[config.mk]
export PLATFORM = sky130hd
export DESIGN_NAME = udma_spim_cmd_queue
export DESIGN_NICKNAME = d
export VERILOG_FILES = /design/src/rtl/udma_spim_cmd_queue.sv
export SDC_FILE = /design/constraint.sdc
export NUM_CORES = 1
export LEC_CHECK = 0
export CAP_MARGIN = 10
export CELL_PAD_IN_SITES_DETAIL_PLACEMENT = 2
export CELL_PAD_IN_SITES_GLOBAL_PLACEMENT = 2
export CORE_MARGIN = 2
export CORE_UTILIZATION = 40
export DETAILED_ROUTE_END_ITERATION = 10
export GPL_ROUTABILITY_DRIVEN = 0
export PLACE_DENSITY_LB_ADDON = 0.08
export SLEW_MARGIN = 10
export SYNTH_ARGS = -nofsm -noshare
export SYNTH_HDL_FRONTEND = slang
export SYNTH_SLANG_ARGS = --single-unit
[constraint.sdc]
create_clock -name clk_i -period 8.2 [get_ports clk_i]
set_input_delay 1.64 -clock clk_i [delete_from_list [all_inputs] [get_ports clk_i]]
set_output_delay 1.64 -clock clk_i [all_outputs]
set_load 0.02 [all_outputs]
[src/rtl/udma_spim_cmd_queue.sv]
// Command-word FIFO between the uDMA command channel and the SPI master.
// EOT words are popped internally and reported on eot_o instead of forwarded.
module udma_spim_cmd_queue #(
   parameter int DEPTH     = 4,
   parameter int LOG_DEPTH = 2
) (
   input  logic                 clk_i,
   input  logic                 rst_i,
   input  logic                 clr_i,
   input  logic [31:0]          cmd_data_i,
   input  logic                 cmd_valid_i,
   output logic                 cmd_ready_o,
   output logic [31:0]          udma_cmd_o,
   output logic                 udma_cmd_valid_o,
   input  logic                 udma_cmd_ready_i,
   output logic                 eot_o,
   output logic [LOG_DEPTH:0]   fill_o,
   output logic [15:0]          cmd_count_o
);

   localparam logic [3:0] OP_EOT = 4'b1001;

   logic [31:0]        mem_q [DEPTH];
   logic [31:0]        mem_d [DEPTH];
   logic [LOG_DEPTH:0] wr_ptr_q, wr_ptr_d;
   logic [LOG_DEPTH:0] rd_ptr_q, rd_ptr_d;
   logic [15:0]        cnt_q, cnt_d;
   logic               eot_q, eot_d;
   logic [31:0]        last_q, last_d;

   logic               full;
   logic               empty;
   logic [31:0]        head;
   logic               head_eot;
   logic               push;
   logic               fwd_pop;
   logic               eot_pop;

   assign full  = (wr_ptr_q[LOG_DEPTH] != rd_ptr_q[LOG_DEPTH]) &&
                  (wr_ptr_q[LOG_DEPTH-1:0] == rd_ptr_q[LOG_DEPTH-1:0]);
   assign empty = (wr_ptr_q == rd_ptr_q);

   assign head     = mem_q[rd_ptr_q[LOG_DEPTH-1:0]];
   assign head_eot = (head[31:28] == OP_EOT);

   assign cmd_ready_o      = !full && !clr_i && !rst_i;
   assign udma_cmd_valid_o = !empty && !head_eot;
   assign udma_cmd_o       = empty ? last_q : head;
   assign eot_o            = eot_q;
   assign fill_o           = wr_ptr_q - rd_ptr_q;
   assign cmd_count_o      = cnt_q;

   assign push    = cmd_valid_i && cmd_ready_o;
   assign fwd_pop = udma_cmd_valid_o && udma_cmd_ready_i && !clr_i;
   assign eot_pop = !empty && head_eot && !clr_i;

   always_comb begin
      mem_d    = mem_q;
      wr_ptr_d = wr_ptr_q;
      rd_ptr_d = rd_ptr_q;
      cnt_d    = cnt_q;
      eot_d    = eot_pop;
      last_d   = empty ? last_q : head;
      if (clr_i) begin
         wr_ptr_d = '0;
         rd_ptr_d = '0;
         cnt_d    = '0;
         eot_d    = 1'b0;
      end else begin
         if (push) begin
            mem_d[wr_ptr_q[LOG_DEPTH-1:0]] = cmd_data_i;
            wr_ptr_d = wr_ptr_q + 1'b1;
         end
         if (fwd_pop || eot_pop) begin
            rd_ptr_d = rd_ptr_q + 1'b1;
         end
         if (fwd_pop) begin
            cnt_d = cnt_q + 16'd1;
         end
      end
   end

   always_ff @(posedge clk_i or posedge rst_i) begin
      if (rst_i) begin
         for (int i = 0; i < DEPTH; i++) begin
            mem_q[i] <= '0;
         end
         wr_ptr_q <= '0;
         rd_ptr_q <= '0;
         cnt_q    <= '0;
         eot_q    <= 1'b0;
         last_q   <= '0;
      end else begin
         mem_q    <= mem_d;
         wr_ptr_q <= wr_ptr_d;
         rd_ptr_q <= rd_ptr_d;
         cnt_q    <= cnt_d;
         eot_q    <= eot_d;
         last_q   <= last_d;
      end
   end

endmodule
=== Yosys cells after proc, flatten, opt, wreduce, memory -nomap -nowiden ===
Cells that the tools add are included.

* Register bits: 183
* Input bits: 37
* Output and inout port bits: 54
* Logic and storage cells: 57

* $add $sub $neg: 4
* $lt $le $gt $ge: 3
* Eq/ne operators: 4
* Muxes and demuxes: 14
* Bitwise operators: 3
* Reduce and logical (&&, ||, !) cells: 20

{| class="wikitable"
|+ Operators by type and width
! kind !! count
|-
| $bwmux 128 || 1
|-
| $mux 32 || 4
|-
| $bmux 32 s2 || 1
|-
| $demux 32 s2 || 1
|-
| $mux 16 || 2
|-
| $add 16x1->16 const B || 1
|-
| $mux 3 || 4
|-
| $logic_and 1x1->1 || 10
|-
| $add 3x1->3 const B || 2
|-
| $ge 3x3->1 const B || 2
|-
| $not 2->3 || 2
|-
| $reduce_bool 2->1 || 3
|-
| $logic_not 1->1 || 5
|-
| $eq 4x4->1 const B || 1
|-
| $eq 3x3->1 || 1
|-
| $lt 3x1->1 const B || 1
|-
| $sub 3x3->3 || 1
|-
| $eq 2x2->1 || 1
|-
| $reduce_and 2->1 || 1
|-
| $logic_or 1x1->1 || 1
|-
| $mux 1 || 1
|-
| $ne 1x1->1 || 1
|-
| $not 1->1 || 1
|}

=== Logic depth before layout (Yosys ltp) ===
Gate-level depths: netlist of run 1.

* Depth after elaboration: 12
* Mapped depth: 8
* Mapped depth without buffers: 6

=== Worst setup path after synthesis of run 1 ===
OpenSTA, ideal clock, no wires.

* Kind: input -> output
* Start point: input port clr_i
* End point: output port cmd_ready_o
* Arrival time: 2.230 ns
* Required time: 6.560 ns
* Path slack: 4.330 ns
* Cell stages on the path: 3
* Path buffers: 1
* Path through: clkbuf_1 -> nor2_1 -> o21a_1

* Word-level cells in the longest chain between the ends: 3

{| class="wikitable"
|+ Ends and longest elaborated chain
! item !! line !! RTL
|-
| start: declaration || 9 || <nowiki>input logic clr_i,</nowiki>
|-
| $logic_not 1->1 || 46 || <nowiki>assign cmd_ready_o = !full && !clr_i && !rst_i;</nowiki>
|-
| $logic_and 1x1->1 (2 in series) || 46 ||
|-
| end: declaration || 12 || <nowiki>output logic cmd_ready_o,</nowiki>
|}

No other way between the ends.

=== Worst setup path after layout of run 1 ===
* Start point: register rd_ptr_q[0]
* End point: output port udma_cmd_valid_o

* Word-level cells in the longest chain between the ends: 7
* Elaborated cells on any way between the ends: 9
* Classes of those cells: eq/ne (2); mux (3); bitwise (1); reduce/logical (3)

{| class="wikitable"
|+ Ends and longest elaborated chain
! item !! line !! RTL
|-
| start: declaration || 26 || <nowiki>logic [LOG_DEPTH:0] rd_ptr_q, rd_ptr_d;</nowiki>
|-
| start signal: assignment || 96 || <nowiki>rd_ptr_q <= rd_ptr_d;</nowiki>
|-
| $not 2->3 (not written as such) || 43 || <nowiki>assign head = mem_q[rd_ptr_q[LOG_DEPTH-1:0]];</nowiki>
|-
| $bmux 32 s2 || 43 ||
|-
| $mux 32 (not written as such) (2 in series) || 43 ||
|-
| $eq 4x4->1 || 44 || <nowiki>assign head_eot = (head[31:28] == OP_EOT);</nowiki>
|-
| $logic_not 1->1 || 47 || <nowiki>assign udma_cmd_valid_o = !empty && !head_eot;</nowiki>
|-
| $logic_and 1x1->1 * || 47 ||
|-
| end: declaration || 14 || <nowiki>output logic udma_cmd_valid_o,</nowiki>
|}

Mark *: on every way between the ends. The rest lies on a longest branch, timed or not. The select of a mux whose other input is x is not followed.

==> flow_summary.json, run 1 <==
{
  "drtPass1Iterations": 4,
  "synth-compound-area-share_pct": 2.70,
  "p_per_area_nw_per_um2": 362,
  "die_y_um": 146,
  "finalClockSkew_ns": 0.0107,
  "peakVddDrop_uv": 196,
  "worstPathArrival_ns": 3.60,
  "worst_pin_slew_ns": 1.02,
  "power.total_w": 0.00360,
  "synth_area_sq_um": 8110,
  "cp_num_buf_inv": 3,
  "top_level_ports": 91,
  "synth_area_per_cell_sq_um": 15.2,
  "synth_xor_area_share_pct": 0.540,
  "switching_share_pct": 33.8,
  "coreArea_sq_um": 20000,
  "min_path_type": "flop to flop",
  "worstReg2RegEnd": "rd_ptr_q[2]",
  "max_stage_delay_ns": 0.67,
  "async_flop_share_pct": 100,
  "cpLargestDelayFamily": "buffers and inverters",
  "fin_crit_ns": 5.24,
  "synth_fa_ha_area_share_pct": 1.48,
  "rr_startpoint": "rd_ptr_q[0]",
  "totalWireLength_um": 19800,
  "portBuffers": 90,
  "cts_tree": "done",
  "setup_violations": 0,
  "crit_path_end": "udma_cmd_valid_o",
  "dieArea_sq_um": 21400,
  "hold_depth": 1,
  "numCtsBuffers": 17,
  "grt_usage_pct": 19.7,
  "synth-seq-area-share_pct": 56.5,
  "critPathLaunch": "rd_ptr_q[0]",
  "final_max_slew_viol_count": 0,
  "die_w_um": 146,
  "p_leak_nw": 4.39,
  "grt_antenna_before_repair": 0,
  "synth_top_area_share_pct": 56.5,
  "synth_ff_type": "dfrtp_1",
  "reg2regPathDepth": 6,
  "grt_pass1_vias": 5745,
  "ys_types": 39,
  "drive_gt1_share_pct": 38.5,
  "intPower_w": 0.00238,
  "worstHoldStart": "last_q[17]",
  "via_per_inst": 5.42,
  "grt_max_degree": 74,
  "period_share_pct": 63.9,
  "muxShareOfSynthArea_pct": 31.7,
  "max_cap_violations": 0,
  "path_class": "flop to primary output",
  "rows": 52,
  "combPwrFrac_pct": 42.4,
  "cts_buffer_depth": 2,
  "ant_nets": 0,
  "synth_area_leaders": "dfrtp_1 (56%), mux2_2 (22%), mux4_2 (8.9%), ha_1 (1.2%), or4_1 (1.0%)",
  "required_ns": 6.56,
  "clk_pin_slew_ns": 0.07,
  "synth_top_area_cell": "dfrtp_1",
  "timing.fmax_mhz": 191,
  "grt.overflow.total": 0,
  "grt_pass1_wl_um": 32700,
  "synth_edf_count": 0,
  "final_nets": 667,
  "path_depth": 6,
  "cts_setup_buffers": 0,
  "cts_sinks": 183,
  "rrSetupSlack_ns": 4.89,
  "synth-simple-area-share_pct": 5.01,
  "hold_violations": 0,
  "setup_slack_ns": 2.96,
  "cpMaxStageDelayCell": "dfrtp_2",
  "cp-end-kind": "primary output",
  "outcome": "complete, no violations",
  "cts.root.buffer_cell": "clkbuf_16",
  "cp_max_fo": 37,
  "crit_path_start_kind": "flop",
  "synth_top_family_by_area": "multiplexers",
  "holdWs_ns": 0.497,
  "n_antenna_cell": 0,
  "area_growth_pct": 22.5,
  "ctsHoldBuffers": 0,
  "slew_headroom_pct": 31.7,
  "synth_warnings": 0,
  "drc": 0,
  "synthCells": 535,
  "syn-num-nets": 581,
  "drt_iter0_markers": 173,
  "wl_per_cell_um": 21.9,
  "htreeDepth": 4,
  "hpwl_um": 12100,
  "crit_path_frequent_cell": "buf_4",
  "tns_ns": 0,
  "power_frac_clock_pct": 23.0,
  "rsz0062_at_grt": "no",
  "cts-resized-gates": 0,
  "vias": 4898,
  "worstPathCellList": "buf_4 > mux4_2 > and4bb_1 > buf_4 > nor2_1 > clkdlybuf4s50_1",
  "dp_slack_ns": 3.20,
  "power.share.sequential_pct": 34.6,
  "clock_latency_ns": 0.43,
  "start_util_pct": 40.5,
  "p_switching_w": 0.00122,
  "synth-seq-cells": 183
}
## cells by family after synthesis
kind of cell,after synthesis
compound gates,32
xor+xnor,5
fa+ha+maj,9
buf+inv,40
flops,183
mux,197
simple gates,69
## final cells by class
cell class | count | area (sq um)
repair buffers | 99 | 988
multi-input cells | 312 | 3390
inverters | 8 | 35.0
well taps | 270 | 338
flip-flops and latches | 183 | 4580
clock inverters | 14 | 170
clock buffers | 17 | 425
fillers | 1907 | 10100
## worst reg2reg max path, stage by stage (launching register included)
cell	delay, ns
dfrtp_2	0.67
buf_4	0.55
mux4_2	0.63
and4bb_1	0.30
buf_4	0.33
nor3_1	0.13
or4_1	0.56
## cells in the final DEF, fill, tap and decap left out, drive strengths merged, types with 3 or more instances in the layout
master | synthesis | routed
and4 | 5 | 5
clkdlybuf4s50 | 0 | 90
nand4 | 3 | 3
nand2 | 10 | 10
or4 | 11 | 11
nor2b | 3 | 3
dfrtp | 183 | 183
mux2i | 3 | 3
xnor2 | 3 | 3
inv | 8 | 12
nor3 | 3 | 3
o31ai | 9 | 9
nor4b | 3 | 3
mux4 | 32 | 32
o21ai | 3 | 3
buf | 17 | 9
nand3 | 8 | 8
a21oi | 11 | 11
ha | 8 | 8
and3 | 4 | 4
nor2 | 11 | 11
clkinv | 0 | 7
mux2 | 162 | 162
clkbuf | 15 | 17
## power groups by stage
stage | Combinational, W | Sequential, W | Clock [W]
after floorplan | 0.000955 | 0.00122 | 0
after global placement | 0.00148 | 0.00124 | 0
after detailed placement | 0.00152 | 0.00126 | 0
after CTS | 0.00153 | 0.00125 | 0.000853
after global routing | 0.00164 | 0.00127 | 0.000889
final | 0.00153 | 0.00124 | 0.000829
## worst min-delay path by stage
stage / endpoint / slack [ns]
after floorplan: mem_q[62] / 0.47
after global placement: last_q[4] / 0.48
after detailed placement: last_q[14] / 0.48
after CTS: last_q[8] / 0.50
after global routing: last_q[14] / 0.52
final: last_q[17] / 0.50
## metal layers
metal / routed length (um) / vias to the layer above / GRT usage (%) / share of wire (%)
li1: - / 2155 / - / -
met4: 131 / 0 / 3.93 / 0.66
met1: 8270 / 2667 / 24.4 / 42
met3: 587 / 9 / 4.41 / 3.0
met5: 0 / - / 0 / 0
met2: 10800 / 67 / 35.7 / 55
## per-stage QoR
step | utilization (%) | cells | area (sq um)
final | 49.6 | 903 | 9930
after global routing | 49.6 | 903 | 9930
after CTS | 49.4 | 902 | 9910
after detailed placement | 46.5 | 871 | 9310
after global placement | 46.5 | 871 | 9310
after floorplan | - | 535 | 8110
## synthesized netlist by cell type (all sizes together), types with 2 or more instances
master   number
o311ai        2
or4          11
and4          5
nand3         8
o31ai         9
xor2          2
ha            8
or3           2
or2           2
nand2        10
o41ai         2
nand4         3
mux2        162
nor2         11
nor4b         3
xnor2         3
nor2b         3
mux2i         3
o21ai         3
and3          4
a21oi        11
nor3          3
clkbuf       15
dfrtp       183
mux4         32
inv           8
buf          17
o2111ai       2
## state kept, by name (all words and copies together) (netlist names)
register     cells
mem_q          128
last_q          32
cmd_count_o     16
rd_ptr_q         3
wr_ptr_q         3
eot_o            1
Note: power is estimated with default switching activity, not from simulation.
==> run 2, diff against run 1 <==
clock period = 4.92 ns   (was 8.2 ns; I/O delays follow)
==> run 2 against run 1 <==
Compared with the run above: register-to-register slack lost 3.3 ns; critical endpoint unchanged; utilization fell by 0.27 points; critical path type unchanged; largest power group unchanged; non-clock buffer count unchanged; clock power is 53% higher.
==> flow_summary.json, run 2 (same netlist as run 1, synthesis figures left out) <==
{
  "ctsHoldBuffers": 0,
  "outcome": "complete, no violations",
  "clk_pin_slew_ns": 0.06,
  "final_nets": 667,
  "tns_ns": 0,
  "area_growth_pct": 21.8,
  "wl_per_cell_um": 21.4,
  "dp.cells": 872,
  "hpwl_um": 12400,
  "timing.fmax_mhz": 234,
  "max_cap_violations": 0,
  "dieArea_sq_um": 21400,
  "top_register": "mem_q",
  "top_level_ports": 91,
  "placed_area_sq_um": 9330,
  "path_class": "flop to primary output",
  "setup_slack_ns": 0.643,
  "drt_iter0_markers": 182,
  "ant_nets": 0,
  "cp-end-kind": "primary output",
  "grt_pass1_vias": 5695,
  "worst_pin_slew_ns": 1.04,
  "worstPathArrival_ns": 3.29,
  "portBuffers": 90,
  "vias": 4898,
  "drtPass1Iterations": 4,
  "setup_violations": 0,
  "cts_tree": "done",
  "min_path_type": "flop to flop",
  "p_leak_nw": 4.36,
  "stdcell_area_sq_um": 9880,
  "cts.root.buffer_cell": "clkbuf_16",
  "rows": 52,
  "rrSetupSlack_ns": 1.56,
  "grt_max_degree": 184,
  "fin_crit_ns": 4.28,
  "final_cell_mix": "dfrtp_1 (181), mux2_2 (162), clkdlybuf4s50_1 (90)",
  "p_per_area_nw_per_um2": 594,
  "htreeDepth": 4,
  "grt.overflow.total": 0,
  "crit_path_start_kind": "flop",
  "grt_pass1_wl_um": 32200,
  "rsz0062_at_grt": "no",
  "dp_slack_ns": 0.988,
  "cts-resized-gates": 0,
  "required_ns": 3.94,
  "final_max_slew_viol_count": 0,
  "cts_buffer_depth": 2,
  "drc": 0,
  "grt_usage_pct": 19.5,
  "n_antenna_cell": 0,
  "peakVddDrop_uv": 363,
  "drive_gt1_share_pct": 38.3,
  "start_util_pct": 40.5,
  "finalClockSkew_ns": 0.00909,
  "hold_violations": 0,
  "coreArea_sq_um": 20000,
  "cp_max_fo": 22,
  "cts_setup_buffers": 0,
  "final_common_cell": "dfrtp_1",
  "power.total_w": 0.00586,
  "die_w_um": 146,
  "cts_sinks": 183,
  "slew_headroom_pct": 30.4,
  "grt_antenna_before_repair": 1,
  "via_per_inst": 5.42,
  "period_share_pct": 86.9,
  "die_y_um": 146,
  "clock_latency_ns": 0.42,
  "largest_register_ffs": 128,
  "final_cell_count_no_fill": 904,
  "totalWireLength_um": 19300,
  "numCtsBuffers": 17
}
-- run 2: changes by cell type in the layout (fill, tap and decap cells not counted) --
cell / before / now
clkbuf_8: 0 / 2
inv_8: 1 / 0
clkinv_8: 1 / 0
inv_6: 4 / 3
clkinvlp_4: 1 / 3
buf_12: 0 / 1
buf_16: 1 / 0
bufinv_16: 2 / 0
clkbuf_1: 0 / 2
-- run 2: final timing paths --
| kind | cells after the start | endpoint | from |
|---|---|---|---|
| max | 5 | udma_cmd_valid_o | rd_ptr_q[0] |
| min | 1 | last_q[4] | last_q[4] |
| max reg2reg | 6 | rd_ptr_q[2] | rd_ptr_q[0] |
| min reg2reg | 1 | last_q[4] | last_q[4] |
| max in group asynchronous | 3 | mem_q[101] | rst_i |
| min in group asynchronous | 3 | cmd_count_o[14] | rst_i |
-- run 2: layout make-up --
type	count	area [sq um]
clock inverter	11	90.1
inverter	8	33.8
tap	270	338
multi-input combinational	312	3390
timing repair buffer	99	981
fill	1908	10200
sequential	183	4580
clock buffer	21	460
-- run 2: per-stage QoR --
step	hold slack (ns)	util, %
after global routing	0.515	49.3
after global placement	0.481	46.6
after floorplan	0.474	-
after CTS	0.504	49.3
final	0.498	49.3
after detailed placement	0.488	46.6
-- run 2: routing by layer --
metal  up-vias  share of wire (%)  global-route usage [%]  wire, um
li1       2162                  -                       -         -
met1      2658                 44                    25.1      8470
met2        63                 53                    34.1     10200
met3        13                2.6                    4.13       504
met4         2               0.73                    4.03       142
met5         -              0.067                       0        13
-- run 2: report_power, final --
part	internal [W]	switching, W
logic	0.00130	0.00122
registers	0.00189	0.000191
clock network	0.000682	0.000589
-- run 2: worst max-delay path: stages (launching register included) --
cell,delay [ns]
dfrtp_2,0.84
buf_4,0.45
mux4_2,0.58
and4bb_1,0.24
nor2_1,0.10
clkdlybuf4s50_1,0.64
==> run 3, diff against run 2 <==
CAP_MARGIN = default   (was 10)
==> results of run 3 <==
No change in the layout: final DEF, timing and power equal those of run 2.
